$ cat config.mk
export PLATFORM = sky130hd
export DESIGN_NAME = fir_error_monitor_flat
export DESIGN_NICKNAME = d
export VERILOG_FILES = /design/src/rtl/fir_error_monitor_if.sv /design/src/rtl/fir_error_monitor.sv /design/src/flat_wrapper.sv
export SDC_FILE = /design/constraint.sdc
export NUM_CORES = 2
export LEC_CHECK = 0
export CAP_MARGIN = 20
export CELL_PAD_IN_SITES_DETAIL_PLACEMENT = 2
export CELL_PAD_IN_SITES_GLOBAL_PLACEMENT = 2
export CORE_MARGIN = 3
export CORE_UTILIZATION = 39
export DETAILED_ROUTE_END_ITERATION = 16
export PLACE_DENSITY_LB_ADDON = 0.1
export RECOVER_POWER = 50
export SLEW_MARGIN = 30
export SYNTH_ARGS = -nofsm -noshare
export SYNTH_HDL_FRONTEND = slang
export SYNTH_SLANG_ARGS = --single-unit
$ cat constraint.sdc
create_clock -name clk -period 9.3 [get_ports clk]
set_clock_uncertainty 0.05 [all_clocks]
set_input_delay 1.86 -clock clk [delete_from_list [all_inputs] [get_ports clk]]
set_output_delay 1.86 -clock clk [all_outputs]
set_load 0.01 [all_outputs]
$ cat src/rtl/fir_error_monitor_if.sv
// Paired-sample stream from the two FIR instances into the error monitor.
interface fir_error_monitor_if #(
    parameter int DATA_W = 32
);
    logic                     in_valid;
    logic                     in_ready;
    logic signed [DATA_W-1:0] appr;
    logic signed [DATA_W-1:0] accu;

    modport master (output in_valid, appr, accu, input in_ready);
    modport slave  (input in_valid, appr, accu, output in_ready);
endinterface

$ cat src/rtl/fir_error_monitor.sv
// Error statistics between approximate and accurate FIR outputs.
// Two-stage pipeline: stage 1 forms err/|err|/|accu|, stage 2 accumulates.
module fir_error_monitor #(
    parameter int DATA_W = 32,
    parameter int CNT_W  = 32,
    parameter int ACC_W  = 64,
    parameter int SQ_W   = 96
) (
    input  logic              clk,
    input  logic              rst_n,
    input  logic              start,
    input  logic [CNT_W-1:0]  num_samples,
    fir_error_monitor_if.slave s,
    output logic              busy,
    output logic              done,
    output logic [CNT_W-1:0]  sample_cnt,
    output logic [ACC_W-1:0]  err_sum,
    output logic [SQ_W-1:0]   err_sq_sum,
    output logic [ACC_W-1:0]  abs_accu_sum,
    output logic [DATA_W:0]   max_abs_err,
    output logic              overflow
);
    localparam int STAGES = 2;
    localparam int PROD_W = 2*DATA_W + 2;

    typedef enum logic [1:0] {IDLE, RUN, DRAIN, DONE} state_t;

    state_t state_q, state_d;
    logic [CNT_W-1:0]   n_q;
    logic [STAGES:1]    vld_pipe;
    logic               hs, start_ok, last_hs;

    // stage 1 combinational / registered
    logic signed [DATA_W:0] appr_x, accu_x, err_c;
    logic [DATA_W:0]        abs_err_c, abs_accu_c;
    logic signed [DATA_W:0] err1;
    logic [DATA_W:0]        aerr1, aaccu1;

    // stage 2 combinational
    logic [ACC_W-1:0]  err_ext, es_n;
    logic              es_ovf;
    logic [ACC_W:0]    as_n;
    logic [PROD_W-1:0] sq_c;
    logic [SQ_W:0]     sq_n;

    assign s.in_ready = (state_q == RUN);
    assign hs         = s.in_valid && (state_q == RUN);
    assign start_ok   = start && ((state_q == IDLE) || (state_q == DONE));
    assign last_hs    = hs && ((sample_cnt + CNT_W'(1)) == n_q);
    assign busy       = (state_q == RUN) || (state_q == DRAIN);
    assign done       = (state_q == DONE);

    // state register
    always_ff @(posedge clk or negedge rst_n) begin
        if (!rst_n) state_q <= IDLE;
        else        state_q <= state_d;
    end

    // next state; DRAIN waits until the last pair has left stage 2
    always_comb begin
        state_d = state_q;
        case (state_q)
            IDLE, DONE: if (start) state_d = (num_samples == '0) ? DONE : RUN;
            RUN:        if (last_hs) state_d = DRAIN;
            DRAIN:      if (vld_pipe[2] && !vld_pipe[1]) state_d = DONE;
            default:    state_d = IDLE;
        endcase
    end

    // sample counter and latched run length
    always_ff @(posedge clk or negedge rst_n) begin
        if (!rst_n) begin
            sample_cnt <= '0;
            n_q        <= '0;
        end else if (start_ok) begin
            sample_cnt <= '0;
            n_q        <= num_samples;
        end else if (hs) begin
            sample_cnt <= sample_cnt + CNT_W'(1);
        end
    end

    // stage 1 arithmetic: one extra bit makes err and |accu| exact
    always_comb begin
        appr_x     = {s.appr[DATA_W-1], s.appr};
        accu_x     = {s.accu[DATA_W-1], s.accu};
        err_c      = appr_x - accu_x;
        abs_err_c  = err_c[DATA_W]  ? $unsigned(-err_c)  : $unsigned(err_c);
        abs_accu_c = accu_x[DATA_W] ? $unsigned(-accu_x) : $unsigned(accu_x);
    end

    // stage 1 registers and valid shift register
    always_ff @(posedge clk or negedge rst_n) begin
        if (!rst_n) begin
            vld_pipe <= '0;
            err1     <= '0;
            aerr1    <= '0;
            aaccu1   <= '0;
        end else begin
            vld_pipe <= {vld_pipe[STAGES-1:1], hs};
            if (hs) begin
                err1   <= err_c;
                aerr1  <= abs_err_c;
                aaccu1 <= abs_accu_c;
            end
        end
    end

    // stage 2 sums with one guard bit each to expose wrap
    always_comb begin
        err_ext = {{(ACC_W-DATA_W-1){err1[DATA_W]}}, err1};
        es_n    = err_sum + err_ext;
        es_ovf  = (err_sum[ACC_W-1] == err_ext[ACC_W-1]) &&
                  (es_n[ACC_W-1] != err_sum[ACC_W-1]);
        as_n    = {1'b0, abs_accu_sum} + {{(ACC_W-DATA_W){1'b0}}, aaccu1};
        sq_c    = PROD_W'(aerr1) * PROD_W'(aerr1);
        sq_n    = {1'b0, err_sq_sum} + {{(SQ_W+1-PROD_W){1'b0}}, sq_c};
    end

    // stage 2 accumulators; start clears them (pipeline is empty then)
    always_ff @(posedge clk or negedge rst_n) begin
        if (!rst_n) begin
            err_sum      <= '0;
            err_sq_sum   <= '0;
            abs_accu_sum <= '0;
            max_abs_err  <= '0;
            overflow     <= 1'b0;
        end else if (start_ok) begin
            err_sum      <= '0;
            err_sq_sum   <= '0;
            abs_accu_sum <= '0;
            max_abs_err  <= '0;
            overflow     <= 1'b0;
        end else if (vld_pipe[1]) begin
            err_sum      <= es_n;
            err_sq_sum   <= sq_n[SQ_W-1:0];
            abs_accu_sum <= as_n[ACC_W-1:0];
            if (aerr1 > max_abs_err) max_abs_err <= aerr1;
            overflow     <= overflow | es_ovf | as_n[ACC_W] | sq_n[SQ_W];
        end
    end
endmodule

$ cat src/flat_wrapper.sv
// flat-port wrapper written by rule: the top's interface ports become plain ports
module fir_error_monitor_flat 
#(
    parameter int DATA_W = 32,
    parameter int CNT_W  = 32,
    parameter int ACC_W  = 64,
    parameter int SQ_W   = 96
)
  (clk, rst_n, start, num_samples, busy, done, sample_cnt, err_sum, err_sq_sum, abs_accu_sum, max_abs_err, overflow, s_in_valid, s_appr, s_accu, s_in_ready);
  fir_error_monitor_if #(.DATA_W(DATA_W)) s_i ();
  input  logic clk;
  input  logic rst_n;
  input  logic start;
  input  logic [CNT_W-1:0] num_samples;
  output logic busy;
  output logic done;
  output logic [CNT_W-1:0] sample_cnt;
  output logic [ACC_W-1:0] err_sum;
  output logic [SQ_W-1:0] err_sq_sum;
  output logic [ACC_W-1:0] abs_accu_sum;
  output logic [DATA_W:0] max_abs_err;
  output logic overflow;
  input wire logic [$bits(s_i.in_valid)-1:0] s_in_valid;
  input wire logic [$bits(s_i.appr)-1:0] s_appr;
  input wire logic [$bits(s_i.accu)-1:0] s_accu;
  output wire logic [$bits(s_i.in_ready)-1:0] s_in_ready;
  assign s_i.in_valid = s_in_valid;
  assign s_i.appr = s_appr;
  assign s_i.accu = s_accu;
  assign s_in_ready = s_i.in_ready;
  fir_error_monitor #(.DATA_W(DATA_W), .CNT_W(CNT_W), .ACC_W(ACC_W), .SQ_W(SQ_W)) u_core (.clk(clk), .rst_n(rst_n), .start(start), .num_samples(num_samples), .s(s_i), .busy(busy), .done(done), .sample_cnt(sample_cnt), .err_sum(err_sum), .err_sq_sum(err_sq_sum), .abs_accu_sum(abs_accu_sum), .max_abs_err(max_abs_err), .overflow(overflow));
endmodule
### After elaboration in Yosys (flattened, before gate mapping)

Index checks and enable logic that the tools add are counted.

* register bits: 425
* input port bits: 100
* output and inout bits: 293

* bitwise logic cells: 3
* magnitude comparators: 1
* multiplexer cells: 20
* reductions and logical operators: 16
* $mul: 1
* add/subtract/negate cells: 7
* equal/unequal tests: 9

Operators by type and width (count)
* $mux W64: 4
* $mux W96: 2
* $mux W33: 5
* $add A96 B66 Y97: 1
* $mul A33 B33 Y66: 1
* $add A64 B33 Y65: 1
* $add A64 B64 Y64: 1
* $mux W32: 2
* $gt A33 B33 Y1: 1
* $neg A32 Y33: 1
* $neg A33 Y33: 1
* $sub A32 B32 Y33: 1
* $add A32 B1 Y32 const B: 1
* $eq A32 B32 Y1: 1
* $logic_not A32 Y1: 1
* $mux W2: 4
* $pmux W2 S3: 1
* $reduce_bool A2 Y1: 3
* $logic_and A1 B1 Y1: 5
* $eq A2 B2 Y1 const B: 2
* $ne A2 B2 Y1 const B: 2
* $or A1 B1 Y1: 3
* $reduce_and A3 Y1: 1
* $eq A2 B1 Y1 const B: 1
* other kinds (9): 11

### Logic depth before layout (Yosys ltp)

* word-level depth: 8
* gate-level depth with buffers: 33

### Least setup slack after synthesis

OpenSTA, ideal clock, no wires.

* kind: register to register
* start: register u_core.aerr1[6]
* end: register u_core.err_sq_sum[68]
* stages on the path, launching flop included: 30
* path buffers: 3
* period minus slack after synthesis: 8.137 ns
* slack: 1.163 ns
* data arrival time: 8.009 ns
* path through: dfrtp_1 clkbuf_1 clkbuf_1 nand2_1 fa_1 inv_1 fa_1 fa_1 inv_1 fa_1 inv_1 fa_1 inv_1 fa_1 inv_1 fa_1 inv_1 fa_1 inv_1 ha_1 clkbuf_1 o211ai_1 o21ai_0 a31oi_1 o31ai_1 a31oi_1 o41ai_1 o221ai_1 xor2_1 a21oi_1

* longest elaborated chain between the ends: 4

RTL lines
* start, declared: line fir_error_monitor.sv:37 `logic [DATA_W:0] aerr1, aaccu1;`
* start signal, assigned: line fir_error_monitor.sv:103 `aerr1 <= abs_err_c;`
* $mul A33 B33 Y66: line fir_error_monitor.sv:116 `sq_c = PROD_W'(aerr1) * PROD_W'(aerr1);`
* $add A96 B66 Y97: line fir_error_monitor.sv:117 `sq_n = {1'b0, err_sq_sum} + {{(SQ_W+1-PROD_W){1'b0}}, sq_c};`
* $mux W96: line fir_error_monitor.sv:134 `end else if (vld_pipe[1]) begin`
* $mux W96: line fir_error_monitor.sv:128 `end else if (start_ok) begin`
* end signal, assigned: line fir_error_monitor.sv:136 `err_sq_sum <= sq_n[SQ_W-1:0];`
* end, declared: line fir_error_monitor.sv:18 `output logic [SQ_W-1:0] err_sq_sum,`

Every way passes these cells. The select of a mux whose other input is x is not followed.
A chain may end at the register's enable or synchronous reset.

### Worst setup path in the final report

* start: register u_core.aerr1[24]
* end: register u_core.err_sq_sum[68]

Same word-level chain as after synthesis.

==> summary.md <==
| Metric | Value |
|---|---|
| Status | finished with violations |
| Failing checks | capacitance limit, slew limit |
| Fin. max-slew vios | 547 |
| RSZ-0062 raised after global routing | false |
| Post-Syn Area per Cell | 8.78 µm² |
| Initial drt markers | 2,665 |
| DR vias | 50,100 |
| Initial antenna violation count | 20 |
| Final instance area | 69,400 µm² |
| CP Data Arrival Time | 9570 ps |
| DRT Wirelength | 238 mm |
| Post-synth cell types | 87 |
| Syn Nets | 8,372 |
| Cell repeated most along the worst path | fa_1 |
| Final #Nets | 8,698 |
| Gate Count Post-Synth | 6,898 |
| CP Class | reg2reg |
| Num CTS Buffers | 57 |
| GRT Overall Usage | 30.1% |
| Final period utilization | 97.5% |
| Rows | 143 |
| Post-synth ARST share | 100% |
| Worst Setup Start Kind | flop |
| Post-synth EDFFs | 0 |
| HPWL Detailed | 194 mm |
| Busiest grt layer | met2 |
| Most frequent cells in the layout | inv_1, fa_1, nand2_1 |
| Crit. End Element | flop |
| Starting density of the core | 39.5% |
| #FFs+latches synth | 424 |
| Max-cap violations | 9 |
| Worst skew pair latency | 710 ps |
| Post-synthesis sequential area ratio | 17.5% |
| IO buf count | 392 |
| Vias/cell | 5.39 |
| Commonest non-fill, non-tap cell in the layout | inv_1 |
| Post-route DRC | 0 |
| Max Freq | 110 MHz |
| M1 GR Usage | 40.4% |
| Gr ovfl total | 0 |
| Crit path required time | 9800 ps |
| Worst rel slew slack | -267% |
| Global-route met3 utilization | 5.16% |
| CP max-delay cell | dfrtp_1 |
| 1st-pass router iterations | 5 |
| Synth warnings | 0 |
| Worst-Margin Slew | 5500 ps |
| Avg WL per Cell | 25.6 µm |
| Clk slew on worst S/H paths | 60 ps |
| R2r setup slk | 230 ps |
| Core area | 153,000 µm² |
| CTS root buffer | clkbuf_16 |
| Met2 GRT Util | 50.3% |
| Final setup violation count | 0 |
| CTS tree | built |
| Worst min path class | reg2reg |
| Antenna-violating nets left | 0 |
| Vias in the first global route | 58,500 |
| Top_reg_cell synth | dfrtp_1 |
| DIE HEIGHT | 400 µm |
| Layout cells sized above 1 | 4.43% |
| Synthesized cell area | 60,600 µm² |
| CP Max Fanout | 11 |
| IO Pins | 393 |
| CTS sink cnt | 424 |
| P&R area growth vs syn | 14.6% |
| Clock period minus worst slack | 9070 ps |
| Area after DPL | 67,200 µm² |
| Largest stage delay, worst path | 620 ps |
| Clk buf depth | 3 |
| H-tree depth | 2 |
| Filler Cell Count | 16,800 |
| GPL Wtd Cong | 0.921 |
| Largest net degree at the start of global routing | 132 |
| Die X | 400 µm |
| Hold Violations, Final | 0 |
| First-pass GRT wire length | 366 mm |
| Die area | 160,000 µm² |
[critical path: cells and delay by family, from the launching register on]
family	cells	cell delay, ps
buffers and inverters	9	1200
flip-flops	1	620
adder cells (fa/ha/maj)	9	4450
AO/OA/AOI/OAI	5	1050
XOR/XNOR	1	170
AND/OR/NAND/NOR	4	1370
[final cells by class]
class / count / area, µm² / area share, %
Multi-Input combinational cell: 4718 / 43400 / 62.6
Sequential cell: 424 / 10600 / 15.3
Inverter: 1483 / 5570 / 8.03
Timing Repair Buffer: 540 / 5090 / 7.34
Tap cell: 2030 / 2540 / 3.66
Clock buffer: 78 / 1610 / 2.31
Clock inverter: 27 / 473 / 0.682
Antenna cell: 11 / 27.5 / 0.0397
[path summary, 6_finish.rpt]
kind                                                     end  cells after the start                     startpoint
max in group asynchronous       u_core.vld_pipe[1]$_DFF_PN0_                      3                          rst_n
min                            u_core.aaccu1[11]$_DFFE_PN0P_                      2  u_core.aaccu1[11]$_DFFE_PN0P_
max                        u_core.err_sq_sum[68]$_DFFE_PN0P_                     28   u_core.aerr1[24]$_DFFE_PN0P_
min in group asynchronous     u_core.err_sum[38]$_DFFE_PN0P_                      1                          rst_n
min reg2reg                    u_core.aaccu1[11]$_DFFE_PN0P_                      2  u_core.aaccu1[11]$_DFFE_PN0P_
max reg2reg                u_core.err_sq_sum[68]$_DFFE_PN0P_                     28   u_core.aerr1[24]$_DFFE_PN0P_
[what timing repair did]
action	CTS	global route
buffers inserted	0	3
endpoints found under the setup margin	31	33
gates resized for setup	9	21
pin swaps	0	2
hold buffers	0	0
[metal layers]
layer	wire, µm	vias to the layer above
met5	99	-
met4	6630	14
met3	13100	297
met2	113000	1075
met1	105000	26600
li1	-	22200
[cell families (layout without fill, tap and decap cells)]
| logic type | count (synthesis) | after routing | synth area share (%) |
|---|---|---|---|
| buf+inv | 1756 | 2128 | 10.9 |
| simple gates | 1867 | 1867 | 14.2 |
| compound gates | 1009 | 1009 | 10.4 |
| other cells | 0 | 11 | 0 |
| fa+ha+maj | 1374 | 1374 | 40.0 |
| flops | 424 | 424 | 17.5 |
| mux | 116 | 116 | 1.93 |
| xor+xnor | 352 | 352 | 5.09 |
[state kept, by name (all words and copies together), names as in the netlist]
signal / count
u_core.err_sq_sum: 96
u_core.abs_accu_sum: 64
u_core.err_sum: 64
u_core.aaccu1: 33
u_core.aerr1: 33
u_core.max_abs_err: 33
u_core.err1: 32
u_core.n_q: 32
u_core.sample_cnt: 32
u_core.state_q: 2
u_core.vld_pipe: 2
u_core.overflow: 1
[stage by stage]
stage	setup slack [ps]	std cells	TNS, ps	hold WS (ps)	utilization (%)
after floorplan	1160	6898	0	302	-
after global placement	-29.0	9191	-119	419	43.9
after detailed placement	-223	9191	-1970	428	43.9
after CTS	25.1	9296	0	442	45.3
after global routing	3.23	9302	0	476	45.3
final	229	9311	0	436	45.3
[synthesized netlist by cell type (8+ instances only)]
| cell type | count | area, µm² |
|---|---|---|
| inv_1 | 1474 | 5530 |
| fa_1 | 935 | 18700 |
| nand2_1 | 832 | 3120 |
| ha_1 | 439 | 5490 |
| dfrtp_1 | 424 | 10600 |
| nor2_1 | 381 | 1430 |
| a21oi_1 | 283 | 1420 |
| o21ai_0 | 271 | 1360 |
| clkbuf_1 | 258 | 968 |
| xnor2_1 | 209 | 1830 |
| and2_1 | 207 | 1290 |
| xor2_1 | 143 | 1250 |
| a21o_1 | 123 | 923 |
| mux2i_1 | 112 | 1120 |
| nand3_1 | 88 | 440 |
| nand4_1 | 81 | 507 |
| nor3_1 | 57 | 285 |
| o21bai_1 | 47 | 353 |
| and3_1 | 44 | 275 |
| a31oi_1 | 41 | 257 |
| or3_1 | 35 | 219 |
| a211oi_1 | 31 | 233 |
| nor2b_1 | 27 | 169 |
| o21a_1 | 27 | 203 |
| o31ai_1 | 27 | 203 |
| nand2b_1 | 25 | 156 |
| nor4_1 | 20 | 125 |
| o22ai_1 | 19 | 119 |
| or2_2 | 18 | 113 |
| o211ai_1 | 17 | 128 |
| o21ai_1 | 12 | 60.1 |
| and4_1 | 11 | 96.3 |
| a2111oi_0 | 9 | 78.8 |
| a31o_2 | 9 | 78.8 |
| nand3b_1 | 9 | 67.6 |
| a21boi_0 | 8 | 60.1 |
| a41oi_1 | 8 | 70.1 |
| buf_2 | 8 | 40.0 |
| clkinv_1 | 8 | 30.0 |
| nor3b_1 | 8 | 60.1 |
Power is not shown: default switching activity piles up to over one toggle a cycle in this logic, so the estimate is an artifact.
